<file path="src/rtl/stack_unit_pkg.sv">
// Shared sizing, Delta encoding and small decode helpers for the hardware LIFO stack.
package stack_unit_pkg;

    localparam int WIDTH = 16;
    localparam int DEPTH = 16;
    localparam int PW    = 5;
    localparam int AW    = PW - 1;

    localparam logic OP_PUSH = 1'b0;
    localparam logic OP_POP  = 1'b1;

    typedef logic [WIDTH-1:0] word_t;
    typedef logic [PW-1:0]    ptr_t;
    typedef logic [AW-1:0]    addr_t;

    typedef struct packed {
        logic push;
        logic pop;
        logic is_call;
    } op_t;

    // Call only matters on a push; a pop with Call set is an ordinary pop.
    function automatic op_t decode_op(input logic pop_push, input logic delta, input logic call);
        op_t op;
        op.push    = pop_push && (delta == OP_PUSH);
        op.pop     = pop_push && (delta == OP_POP);
        op.is_call = op.push && call;
        return op;
    endfunction

    function automatic addr_t slot_below(input ptr_t sp, input ptr_t off);
        return addr_t'(sp - off - ptr_t'(1));
    endfunction

endpackage

</file>
<file path="src/rtl/stack_unit_if.sv">
// Control-side bus of the stack: op strobes and operands in, pop/peek data and status out.
interface stack_unit_if;
    import stack_unit_pkg::*;

    logic       pop_push;
    logic       delta;
    logic       call;
    word_t      data_in;
    word_t      pc_in;
    logic [3:0] peek_off;
    logic       clear_err;

    word_t      top_out;
    logic       pop_valid;
    word_t      peek_data;
    ptr_t       sp;
    logic       empty;
    logic       full;
    logic       overflow;
    logic       underflow;

    modport master (
        output pop_push, delta, call, data_in, pc_in, peek_off, clear_err,
        input  top_out, pop_valid, peek_data, sp, empty, full, overflow, underflow
    );

    modport slave (
        input  pop_push, delta, call, data_in, pc_in, peek_off, clear_err,
        output top_out, pop_valid, peek_data, sp, empty, full, overflow, underflow
    );

endinterface

</file>
<file path="src/rtl/stack_unit_ram.sv">
// DEPTH x WIDTH register array: one synchronous write port, async top and peek read ports.
module stack_ram
    import stack_unit_pkg::*;
(
    input  logic  clk,
    input  logic  we,
    input  addr_t waddr,
    input  word_t wdata,
    input  addr_t top_addr,
    output word_t top_data,
    input  addr_t peek_addr,
    output word_t peek_data
);

    word_t mem_q [DEPTH];

    // Contents are deliberately left unreset; SP decides which slots are meaningful.
    always_ff @(posedge clk) begin
        if (we) begin
            mem_q[waddr] <= wdata;
        end
    end

    assign top_data  = mem_q[top_addr];
    assign peek_data = mem_q[peek_addr];

endmodule

</file>
<file path="src/rtl/stack_unit.sv">
// LIFO stack beside the register file: pointer, sticky error flags and registered pop result.
module stack_unit
    import stack_unit_pkg::*;
(
    input  logic         clk,
    input  logic         rst,
    stack_unit_if.slave  bus
);

    localparam ptr_t SP_FULL = ptr_t'(DEPTH);

    ptr_t  sp_q, sp_d;
    word_t top_out_q, top_out_d;
    logic  pop_valid_q, pop_valid_d;
    logic  overflow_q, overflow_d;
    logic  underflow_q, underflow_d;

    op_t   op;
    logic  empty, full;
    logic  push_ok, pop_ok;
    word_t wr_data;
    word_t ram_top, ram_peek;
    addr_t top_addr, peek_addr;
    ptr_t  peek_off_ext;
    logic  peek_hit;

    stack_ram u_ram (
        .clk       (clk),
        .we        (push_ok),
        .waddr     (sp_q[AW-1:0]),
        .wdata     (wr_data),
        .top_addr  (top_addr),
        .top_data  (ram_top),
        .peek_addr (peek_addr),
        .peek_data (ram_peek)
    );

    always_comb begin
        op           = decode_op(bus.pop_push, bus.delta, bus.call);
        empty        = (sp_q == '0);
        full         = (sp_q == SP_FULL);
        push_ok      = op.push && !full;
        pop_ok       = op.pop && !empty;
        wr_data      = op.is_call ? bus.pc_in : bus.data_in;
        top_addr     = slot_below(sp_q, '0);
        peek_off_ext = ptr_t'(bus.peek_off);
        peek_addr    = slot_below(sp_q, peek_off_ext);
        peek_hit     = (peek_off_ext < sp_q);
    end

    // A fresh error on the same edge as ClearErr must win, so the set terms come last.
    always_comb begin
        sp_d        = sp_q;
        top_out_d   = top_out_q;
        pop_valid_d = 1'b0;
        overflow_d  = bus.clear_err ? 1'b0 : overflow_q;
        underflow_d = bus.clear_err ? 1'b0 : underflow_q;

        if (push_ok) begin
            sp_d = sp_q + ptr_t'(1);
        end
        if (pop_ok) begin
            sp_d        = sp_q - ptr_t'(1);
            top_out_d   = ram_top;
            pop_valid_d = 1'b1;
        end
        if (op.push && full) begin
            overflow_d = 1'b1;
        end
        if (op.pop && empty) begin
            underflow_d = 1'b1;
        end
    end

    always_ff @(posedge clk or posedge rst) begin
        if (rst) begin
            sp_q        <= '0;
            top_out_q   <= '0;
            pop_valid_q <= 1'b0;
            overflow_q  <= 1'b0;
            underflow_q <= 1'b0;
        end else begin
            sp_q        <= sp_d;
            top_out_q   <= top_out_d;
            pop_valid_q <= pop_valid_d;
            overflow_q  <= overflow_d;
            underflow_q <= underflow_d;
        end
    end

    assign bus.top_out   = top_out_q;
    assign bus.pop_valid = pop_valid_q;
    assign bus.peek_data = peek_hit ? ram_peek : '0;
    assign bus.sp        = sp_q;
    assign bus.empty     = empty;
    assign bus.full      = full;
    assign bus.overflow  = overflow_q;
    assign bus.underflow = underflow_q;

endmodule

</file>
<file path="src/flat_wrapper.sv">
// flat-port wrapper written by rule: the top's interface ports become plain ports
module stack_unit_flat import stack_unit_pkg::*;
  (clk, rst, bus_pop_push, bus_delta, bus_call, bus_data_in, bus_pc_in, bus_peek_off, bus_clear_err, bus_top_out, bus_pop_valid, bus_peek_data, bus_sp, bus_empty, bus_full, bus_overflow, bus_underflow);
  stack_unit_if bus_i ();
  input  logic clk;
  input  logic rst;
  input wire logic [$bits(bus_i.pop_push)-1:0] bus_pop_push;
  input wire logic [$bits(bus_i.delta)-1:0] bus_delta;
  input wire logic [$bits(bus_i.call)-1:0] bus_call;
  input wire logic [$bits(bus_i.data_in)-1:0] bus_data_in;
  input wire logic [$bits(bus_i.pc_in)-1:0] bus_pc_in;
  input wire logic [$bits(bus_i.peek_off)-1:0] bus_peek_off;
  input wire logic [$bits(bus_i.clear_err)-1:0] bus_clear_err;
  output wire logic [$bits(bus_i.top_out)-1:0] bus_top_out;
  output wire logic [$bits(bus_i.pop_valid)-1:0] bus_pop_valid;
  output wire logic [$bits(bus_i.peek_data)-1:0] bus_peek_data;
  output wire logic [$bits(bus_i.sp)-1:0] bus_sp;
  output wire logic [$bits(bus_i.empty)-1:0] bus_empty;
  output wire logic [$bits(bus_i.full)-1:0] bus_full;
  output wire logic [$bits(bus_i.overflow)-1:0] bus_overflow;
  output wire logic [$bits(bus_i.underflow)-1:0] bus_underflow;
  assign bus_i.pop_push = bus_pop_push;
  assign bus_i.delta = bus_delta;
  assign bus_i.call = bus_call;
  assign bus_i.data_in = bus_data_in;
  assign bus_i.pc_in = bus_pc_in;
  assign bus_i.peek_off = bus_peek_off;
  assign bus_i.clear_err = bus_clear_err;
  assign bus_top_out = bus_i.top_out;
  assign bus_pop_valid = bus_i.pop_valid;
  assign bus_peek_data = bus_i.peek_data;
  assign bus_sp = bus_i.sp;
  assign bus_empty = bus_i.empty;
  assign bus_full = bus_i.full;
  assign bus_overflow = bus_i.overflow;
  assign bus_underflow = bus_i.underflow;
  stack_unit u_core (.clk(clk), .rst(rst), .bus(bus_i));
endmodule
</file>
<file path="config.mk">
export PLATFORM = sky130hd
export DESIGN_NAME = stack_unit_flat
export DESIGN_NICKNAME = d
export VERILOG_FILES = /design/src/rtl/stack_unit_pkg.sv /design/src/rtl/stack_unit_if.sv /design/src/rtl/stack_unit_ram.sv /design/src/rtl/stack_unit.sv /design/src/flat_wrapper.sv
export SDC_FILE = /design/constraint.sdc
export NUM_CORES = 1
export LEC_CHECK = 0
export ABC_CLOCK_PERIOD_IN_PS = 3800
export BUFFER_PORTS_ARGS = -buffer_cell sky130_fd_sc_hd__buf_2
export CAP_MARGIN = 30
export CORE_MARGIN = 1
export CORE_UTILIZATION = 48
export CTS_CLUSTER_SIZE = 14
export DETAILED_ROUTE_END_ITERATION = 10
export PLACE_DENSITY = 0.65
export SLEW_MARGIN = 20
export SYNTH_ARGS = -nofsm -noshare
export SYNTH_HDL_FRONTEND = slang
export SYNTH_SLANG_ARGS = --single-unit
</file>
<file path="constraint.sdc">
create_clock -name clk -period 3.8 [get_ports clk]
set_input_delay 0.19 -clock clk [delete_from_list [all_inputs] [get_ports clk]]
set_output_delay 0.19 -clock clk [all_outputs]
set_load 0.1 [all_outputs]
</file>
==> results.ini, run 1 <==
[synthesis]
synthTopCellsByArea = edfxtp_1 (58%), mux4_2 (22%), mux2i_1 (4.9%), dfrtp_1 (4.6%), o22ai_1 (1.6%)
ys_seq_area_frac = 0.6285
syn_avg_cell_area_um2 = 19.60
synth_top_area_cell = edfxtp_1
ys_ff_latch = 280
syn_nets = 727
syn_area_um2 = 13190
yosys.area.top_type_share = 0.5829
synth_cell_types = 36
ys.warnings.count = 0
synthCells = 673

[layout]
n_antenna_cell = 0
final_common_cell = edfxtp_1
area_growth_syn_to_layout_pct = 16.50
final_net_count = 835
final_cell_mix = edfxtp_1 (256), mux4_2 (126), buf_2 (83)
drive_gt1_frac = 0.4261

[placement]
place.port_buffers = 83
hpwl_mm = 19.10
globalplace.congestion = 0.8376

[die]
placementRows = 60
core-area_um2 = 26950
die_h_um = 167.8
initial_core_util = 0.4893
die_x_um = 167.8
fp.dieArea_um2 = 28140
io_pins = 84

[run_status]
status = finished, final reports clean

[clock_tree]
root_buffer = clkbuf_16
cts_buffer_depth = 3
clk_pin_slew_worst_paths_ns = 0.06
clock-sinks = 280
tritoncts = done
cts_max_level = 1
post_cts.repair.setup_buffers = 0
cts_buffers = 30
clk_latency_ns = 0.56

[worst_hold_path]
hold_depth = 3
hp-class = input port to register

[detailed_routing]
remaining_drc_errors = 0
first_pass_iters = 7
via_per_inst = 6.343
wl_per_cell_um = 28.43
ant_nets = 0
postRouteWirelength_mm = 32.58
drt_iter0_drc = 653
vias = 7269

[worst_setup_path]
path_max_fanout = 21
cp.arrival_ns = 3.39
worst_setup_path_start_kind = register
crit_required_ns = 3.61
reg2reg_depth = 8
path_class = register to output port
cp-end-kind = output port

[global_routing]
grt_pass1_vias = 7782
grt_pass1_wl_mm = 48.63
grtUsageTotal = 0.2393
grt_max_degree = 34
antenna_found_initial = 0
overflow = 0

[run]
drv_cap = 0

[sta]
post-route-period-util = 0.9413
period_minus_slack_ns = 3.577
relSlewSlack = 0.6308
hold_viol = 0
clock.fmax_ghz = 0.2796
skew_ns = 0.01266
tightest_slew_ns = 0.5538
holdWs_ns = 0.04153
rsz0062_at_grt = no
drv_slew = 0
finalSetupViolations = 0

[cell families (layout without fill, tap and decap cells)]
| kind of cell | Yosys count | after routing | share of synthesized area |
|---|---|---|---|
| flops | 280 | 280 | 0.6285 |
| mux | 208 | 208 | 0.2812 |
| fa+ha+maj | 12 | 12 | 0.01195 |
| xor+xnor | 9 | 9 | 0.006547 |
| buf+inv | 58 | 190 | 0.02419 |
| simple gates | 46 | 46 | 0.01755 |
| compound gates | 60 | 60 | 0.03008 |
[registers in the layout, indices dropped and copies added (netlist names)]
| signal | flops |
|---|---|
| u_core.bus.overflow | 1 |
| u_core.bus.pop_valid | 1 |
| u_core.bus.sp | 5 |
| u_core.bus.underflow | 1 |
| u_core.u_ram.mem_q | 256 |
| u_core.bus.top_out | 16 |
[routing by layer]
layer | vias to the layer above | track usage | part of all wire
met3 | 38 | 0.03427 | 0.063
met5 | - | 0 | 0
met2 | 298 | 0.4025 | 0.50
li1 | 3068 | - | -
met4 | 0 | 0.06382 | 0.019
met1 | 3865 | 0.3289 | 0.41
[worst max-delay path, cell delays in order, from the launching register on]
cell	delay, ns
dfrtp_1	0.46
inv_1	0.19
fa_2	0.95
buf_12	0.26
mux4_2	0.35
mux2i_1	0.19
o22ai_2	0.11
buf_2	0.32
[final cells by class]
type	count	area, µm²
Sequential cell	280	8293
Fill cell	1970	11590
Inverter	14	52.55
Tap cell	341	426.7
Clock buffer	36	773.2
Multi-Input combinational cell	335	4800
Timing Repair Buffer	120	820.8
Clock inverter	20	197.7
[per-stage QoR]
step	utilization	std cells	cell area, µm²	worst slack [ns]	setup TNS (ns)
after CTS	0.5700	1146	15360	0.03212	0
after floorplan	-	673	13330	-0.08425	-0.9833
after detailed placement	0.5329	1087	14360	0.6377	0
after global routing	0.5701	1146	15360	0.06497	0
final	0.5701	1146	15360	0.2230	0
after global placement	0.5318	1086	14330	0.6904	0
[cell usage after synthesis, drive strengths merged]
library cell / instances
nand2b: 3
o21ai: 1
mux2i: 64
or4b: 1
nor2: 13
nand3: 4
nor3b: 1
mux2: 16
a31oi: 1
edfxtp: 256
nor3: 6
or2: 1
clkbuf: 13
o211ai: 3
mux4: 128
a21o: 18
buf: 31
xnor2: 6
o22ai: 34
dfrtp: 24
a21oi: 3
ha: 11
nand2: 16
fa: 1
xor2: 3
nor2b: 1
inv: 14
[final timing paths]
kind                                       start                     end  slack [ns]
min reg2reg                u_core.bus.top_out[2]   u_core.bus.top_out[2]        0.48
max in group asynchronous                    rst        u_core.bus.sp[0]        3.20
min                                 bus_pop_push     u_core.bus.overflow        0.04
max                             u_core.bus.sp[1]        bus_peek_data[5]        0.22
max reg2reg                     u_core.bus.sp[1]  u_core.bus.top_out[11]        0.71
min in group asynchronous                    rst   u_core.bus.top_out[7]        0.27
[what timing repair did]
| item | CTS | global route |
|---|---|---|
| endpoints found under the setup margin | 0 | 16 |
| hold endpoints to repair | 26 | 0 |
| gates resized for setup | 0 | 1 |
| hold buffers | 3 | 0 |
Power of run 1 is left out: the tool's default activity adds up to more than one toggle a clock period on the data nets, which glitch-free logic cannot reach.
==> inputs of run 2 (changes only) <==
ABC_AREA = 1   (was not set)
==> results.ini, run 2 <==
[layout]
n_antenna_cell = 0
final_cell_mix = nand2_1 (436), nand3_1 (298), edfxtp_1 (256)
fill_cells = 2738
largest_register_ffs = 256
area_growth_syn_to_layout_pct = 14.52
final_common_cell = nand2_1
top_register = u_core.u_ram.mem_q
final_net_count = 1849
drive_gt1_frac = 0.1292

[placement]
hpwl_mm = 25.43
place.port_buffers = 83
globalplace.congestion = 0.8589

[synthesis]
synth_edf_count = 256
synthCells = 1739
synth_top_area_cell = edfxtp_1
synthTopCellsByArea = edfxtp_1 (52%), nand2_1 (11%), nand3_1 (10%), inv_1 (6.2%), dfrtp_1 (4.0%)
async_reset_ff_frac = 0.08571
ys_seq_area_frac = 0.5565
synth_most_common_cell = nand2_1
synth-main-ff-cell = edfxtp_1
syn_nets = 1793
synth_cell_types = 30
syn_area_um2 = 14890
ys_ff_latch = 280
syn_avg_cell_area_um2 = 8.564
ys_top_cells_by_count = nand2_1 (436), nand3_1 (298), edfxtp_1 (256)
ys.warnings.count = 0
yosys.area.top_type_share = 0.5162

[sta]
clock.fmax_ghz = 0.2774
post-route-period-util = 0.9486
tightest_slew_ns = 1.022
relSlewSlack = 0.3186
period_minus_slack_ns = 3.605
skew_ns = 0.01369
finalSetupViolations = 0
holdWs_ns = 0.07573
hold_viol = 0
drv_slew = 0

[worst_setup_path]
startpoint = u_core.bus.sp[1]
slowest_delay_ns = 0.63
reg2reg_slack_ns = 0.82
path_cells = inv_1, fa_2, clkinv_2, buf_12, a21oi_1, o21ai_0, nand3_1, nand2_1, nor2_1, nor2_2, buf_12
cp-end-kind = output port
path_class = register to output port
critical-path-slowest-cell = fa_2
path_max_fanout = 19
cpMostUsedCell = buf_12
cp.arrival_ns = 3.41
r2r-start = u_core.bus.sp[0]
worst_setup_path_start_kind = register
reg2reg_depth = 9
crit_required_ns = 3.61
r2r-end = u_core.bus.top_out[10]

[global_routing]
antenna_found_initial = 0
grt_pass1_wl_mm = 67.58
grtUsageTotal = 0.2885
grt_max_degree = 109
grt_pass1_vias = 11660
overflow = 0

[die]
io_pins = 84
placementRows = 64
core-area_um2 = 30590
die_x_um = 178.1
fp.dieArea_um2 = 31740
initial_core_util = 0.4869
die_h_um = 178.1

[detailed_routing]
drt_iter0_drc = 1423
postRouteWirelength_mm = 44.78
via_per_inst = 5.603
ant_nets = 0
vias = 12410
remaining_drc_errors = 0
first_pass_iters = 5
wl_per_cell_um = 20.22

[clock_tree]
tritoncts = done
cts_max_level = 1
root_buffer = clkbuf_16
clk_latency_ns = 0.58
cts_buffer_depth = 3
cts_buffers = 31
clk_pin_slew_worst_paths_ns = 0.06
clock-sinks = 280
post_cts.repair.setup_buffers = 0

[run]
drv_cap = 0

[run_status]
status = finished, final reports clean

[worst_hold_path]
hp-class = input port to asynchronous set/reset pin

==> run 2: metal layers <==
metal,up-vias,GRT usage,wire length (µm)
li1,5842,-,-
met1,5765,0.4077,18820
met2,703,0.4424,19600
met3,100,0.05200,4909
met4,0,0.1072,1448
met5,-,0,0
==> run 2: area by class of cell <==
class | instances | area [µm²] | share of cell area
clock buffer | 36 | 794.5 | 0.04659
sequential | 280 | 8292 | 0.4862
clock inverter | 21 | 156.4 | 0.009170
multi-input combinational | 1100 | 5261 | 0.3085
timing repair buffer | 129 | 1104 | 0.06471
inverter | 253 | 952.2 | 0.05583
tap | 396 | 495.5 | 0.02905
==> run 2: kinds of logic after synthesis <==
kind of cell	after synthesis	share of synthesized area
and+or+nand+nor	841	0.2387
buffers and inverters	359	0.1005
DFF	280	0.5565
AOI/OAI and AO/OA	224	0.07654
muxes	16	0.01210
adders and majority gates	12	0.01059
xor gates and xnor gates	7	0.005125
==> run 2: what timing repair did <==
item	CTS	global route
hold endpoints to repair	26	0
gates resized for setup	0	1
hold buffers	3	0
endpoints found under the setup margin	0	1
==> run 2: per-stage QoR <==
stage | worst slack, ns | utilization | setup TNS (ns) | cell area, µm² | cells
after floorplan | 0.1776 | - | 0 | 14930 | 1739
after global placement | 0.8649 | 0.5250 | 0 | 16060 | 2154
after detailed placement | 0.8490 | 0.5250 | 0 | 16060 | 2154
after CTS | 0.2423 | 0.5570 | 0 | 17040 | 2214
after global routing | -0.001833 | 0.5576 | -0.001833 | 17060 | 2215
final | 0.1954 | 0.5576 | 0 | 17060 | 2215
==> run 2: worst max path at each step <==
stage                     cells after the start                 to  slack (ns)
after detailed placement                     12   bus_peek_data[7]        0.85
after global placement                       12  bus_peek_data[11]        0.86
after global routing                         11  bus_peek_data[11]      -0.002
after floorplan                              10  bus_peek_data[10]        0.18
final                                        11   bus_peek_data[1]        0.20
after CTS                                    11   bus_peek_data[7]        0.24
==> run 2: worst max-delay path: cells and delay by family (launching register included) <==
| family | cells | cell delay (ns) |
|---|---|---|
| AOI/OAI and AO/OA | 2 | 0.28 |
| adders and majority gates | 1 | 0.63 |
| buffers and inverters | 4 | 1.01 |
| DFF | 1 | 0.46 |
| and+or+nand+nor | 4 | 0.43 |
Power of run 2 is left out for the same reason.
==> inputs of run 3 (changes only) <==
CORE_ASPECT_RATIO = 0.5   (was not set)
==> results.ini, run 3 (synthesized netlist as in run 2, its figures left out) <==
[run_status]
status = finished, final reports clean

[placement]
place.port_buffers = 83
globalplace.congestion = 0.8959
hpwl_mm = 27.52
place_area_um2 = 16150

[sta]
clock.fmax_ghz = 0.2749
finalSetupViolations = 0
period_minus_slack_ns = 3.638
relSlewSlack = 0.1916
hold_viol = 0
post-route-period-util = 0.9573
tightest_slew_ns = 1.213
fin_tns_setup_ns = 0
rsz0062_at_grt = no
skew_ns = 0.01875
drv_slew = 0

[detailed_routing]
wl_per_cell_um = 20.66
postRouteWirelength_mm = 45.75
vias = 12430
remaining_drc_errors = 0
ant_nets = 0
drt_iter0_drc = 1518
via_per_inst = 5.616
first_pass_iters = 6

[clock_tree]
clock-sinks = 280
clk_pin_slew_worst_paths_ns = 0.07
cts_max_level = 1
tritoncts = done
cts_buffer_depth = 3
root_buffer = clkbuf_16
clk_latency_ns = 0.57
cts_buffers = 27

[layout]
largest_register_ffs = 256
final_net_count = 1848
area_growth_syn_to_layout_pct = 14.84
final_cell_mix = nand2_1 (436), nand3_1 (298), edfxtp_1 (256)
n_antenna_cell = 0
drive_gt1_frac = 0.1311
final_area_um2 = 17100
final_common_cell = nand2_1
top_register = u_core.u_ram.mem_q

[worst_setup_path]
r2r-start = u_core.bus.sp[0]
path_class = register to output port
reg2reg_depth = 9
worst_setup_path_start_kind = register
cp.arrival_ns = 3.45
reg2reg_slack_ns = 0.72
path_max_fanout = 47
r2r-end = u_core.u_ram.mem_q[10][14]
crit_required_ns = 3.61
cp-end-kind = output port

[global_routing]
grt_pass1_wl_mm = 69.06
grt_pass1_vias = 11660
grtUsageTotal = 0.2906
overflow = 0
antenna_found_initial = 0
grt_max_degree = 236

[die]
fp.dieArea_um2 = 31780
die_h_um = 126.6
io_pins = 84
die_x_um = 251.1
core-area_um2 = 30400
initial_core_util = 0.4898
placementRows = 45

[run]
drv_cap = 0

[worst_hold_path]
holdPathEnd = u_core.bus.overflow
hp-start = bus_pop_push
hold_depth = 5
hp-class = input port to register

==> run 3: cell count changes in the layout (fill, tap and decap cells not counted), moves of 2 or more <==
| cell | delta |
|---|---|
| inv_2 | +2 |
| clkbuf_16 | -4 |
| buf_4 | -3 |
| clkinv_1 | -8 |
| buf_12 | +5 |
| clkinv_2 | -5 |
| inv_6 | +2 |
| clkbuf_8 | +5 |
==> run 3: metal layers <==
metal  track usage  up-vias  wire [µm]  part of all wire
li1              -     5837          -                 -
met1        0.4070     5861      19190              0.42
met2        0.4457      622      20060              0.44
met3       0.05910      114       4714              0.10
met4        0.1151        0       1786             0.039
met5             0        -          0                 0
==> run 3: worst max path at each step <==
stage               depth (start not counted)              from                 to
detailed placement                          9  u_core.bus.sp[1]   bus_peek_data[1]
global route                               10  u_core.bus.sp[1]   bus_peek_data[9]
floorplan                                  10  u_core.bus.sp[1]  bus_peek_data[10]
finish                                     10  u_core.bus.sp[1]   bus_peek_data[9]
global placement                            9  u_core.bus.sp[1]  bus_peek_data[11]
CTS                                         9  u_core.bus.sp[1]   bus_peek_data[1]
==> run 3: what timing repair did <==
| item | CTS | global route |
|---|---|---|
| endpoints found under the hold margin | 26 | 0 |
| setup buffers | 0 | 1 |
| setup endpoints to repair | 0 | 2 |
| resized for setup | 0 | 0 |
| hold buffers | 4 | 0 |
==> run 3: per-stage QoR <==
stage | instances | utilization | hold WS [ns] | setup WS [ns]
5_1_grt | 2214 | 0.5626 | 0.09769 | 0.01593
6_report | 2214 | 0.5626 | 0.08253 | 0.1621
4_1_cts | 2213 | 0.5623 | 0.06256 | 0.1579
3_5_place_dp | 2159 | 0.5311 | 0.2127 | 0.7541
2_1_floorplan | 1739 | - | 0.2046 | 0.1776
3_3_place_gp | 2158 | 0.5306 | 0.3932 | 0.7763
==> run 3: area by class of cell <==
type	instances	area, µm²
fillers	2660	13300
flip-flops and latches	280	8292
multi-input cells	1100	5261
repair buffers	132	1191
inverters	253	950.9
clock buffers	37	763.2
well taps	399	499.2
clock inverters	13	146.4
==> run 3: worst max-delay path, stage by stage (launching register included) <==
cell,delay (ns)
dfrtp_1,0.44
inv_1,0.20
fa_2,0.62
buf_4,0.56
a21oi_1,0.07
o21ai_0,0.12
nand3_1,0.11
nand3_1,0.11
nand2_1,0.08
nor2_2,0.35
buf_12,0.23
Power of run 3 is left out for the same reason.
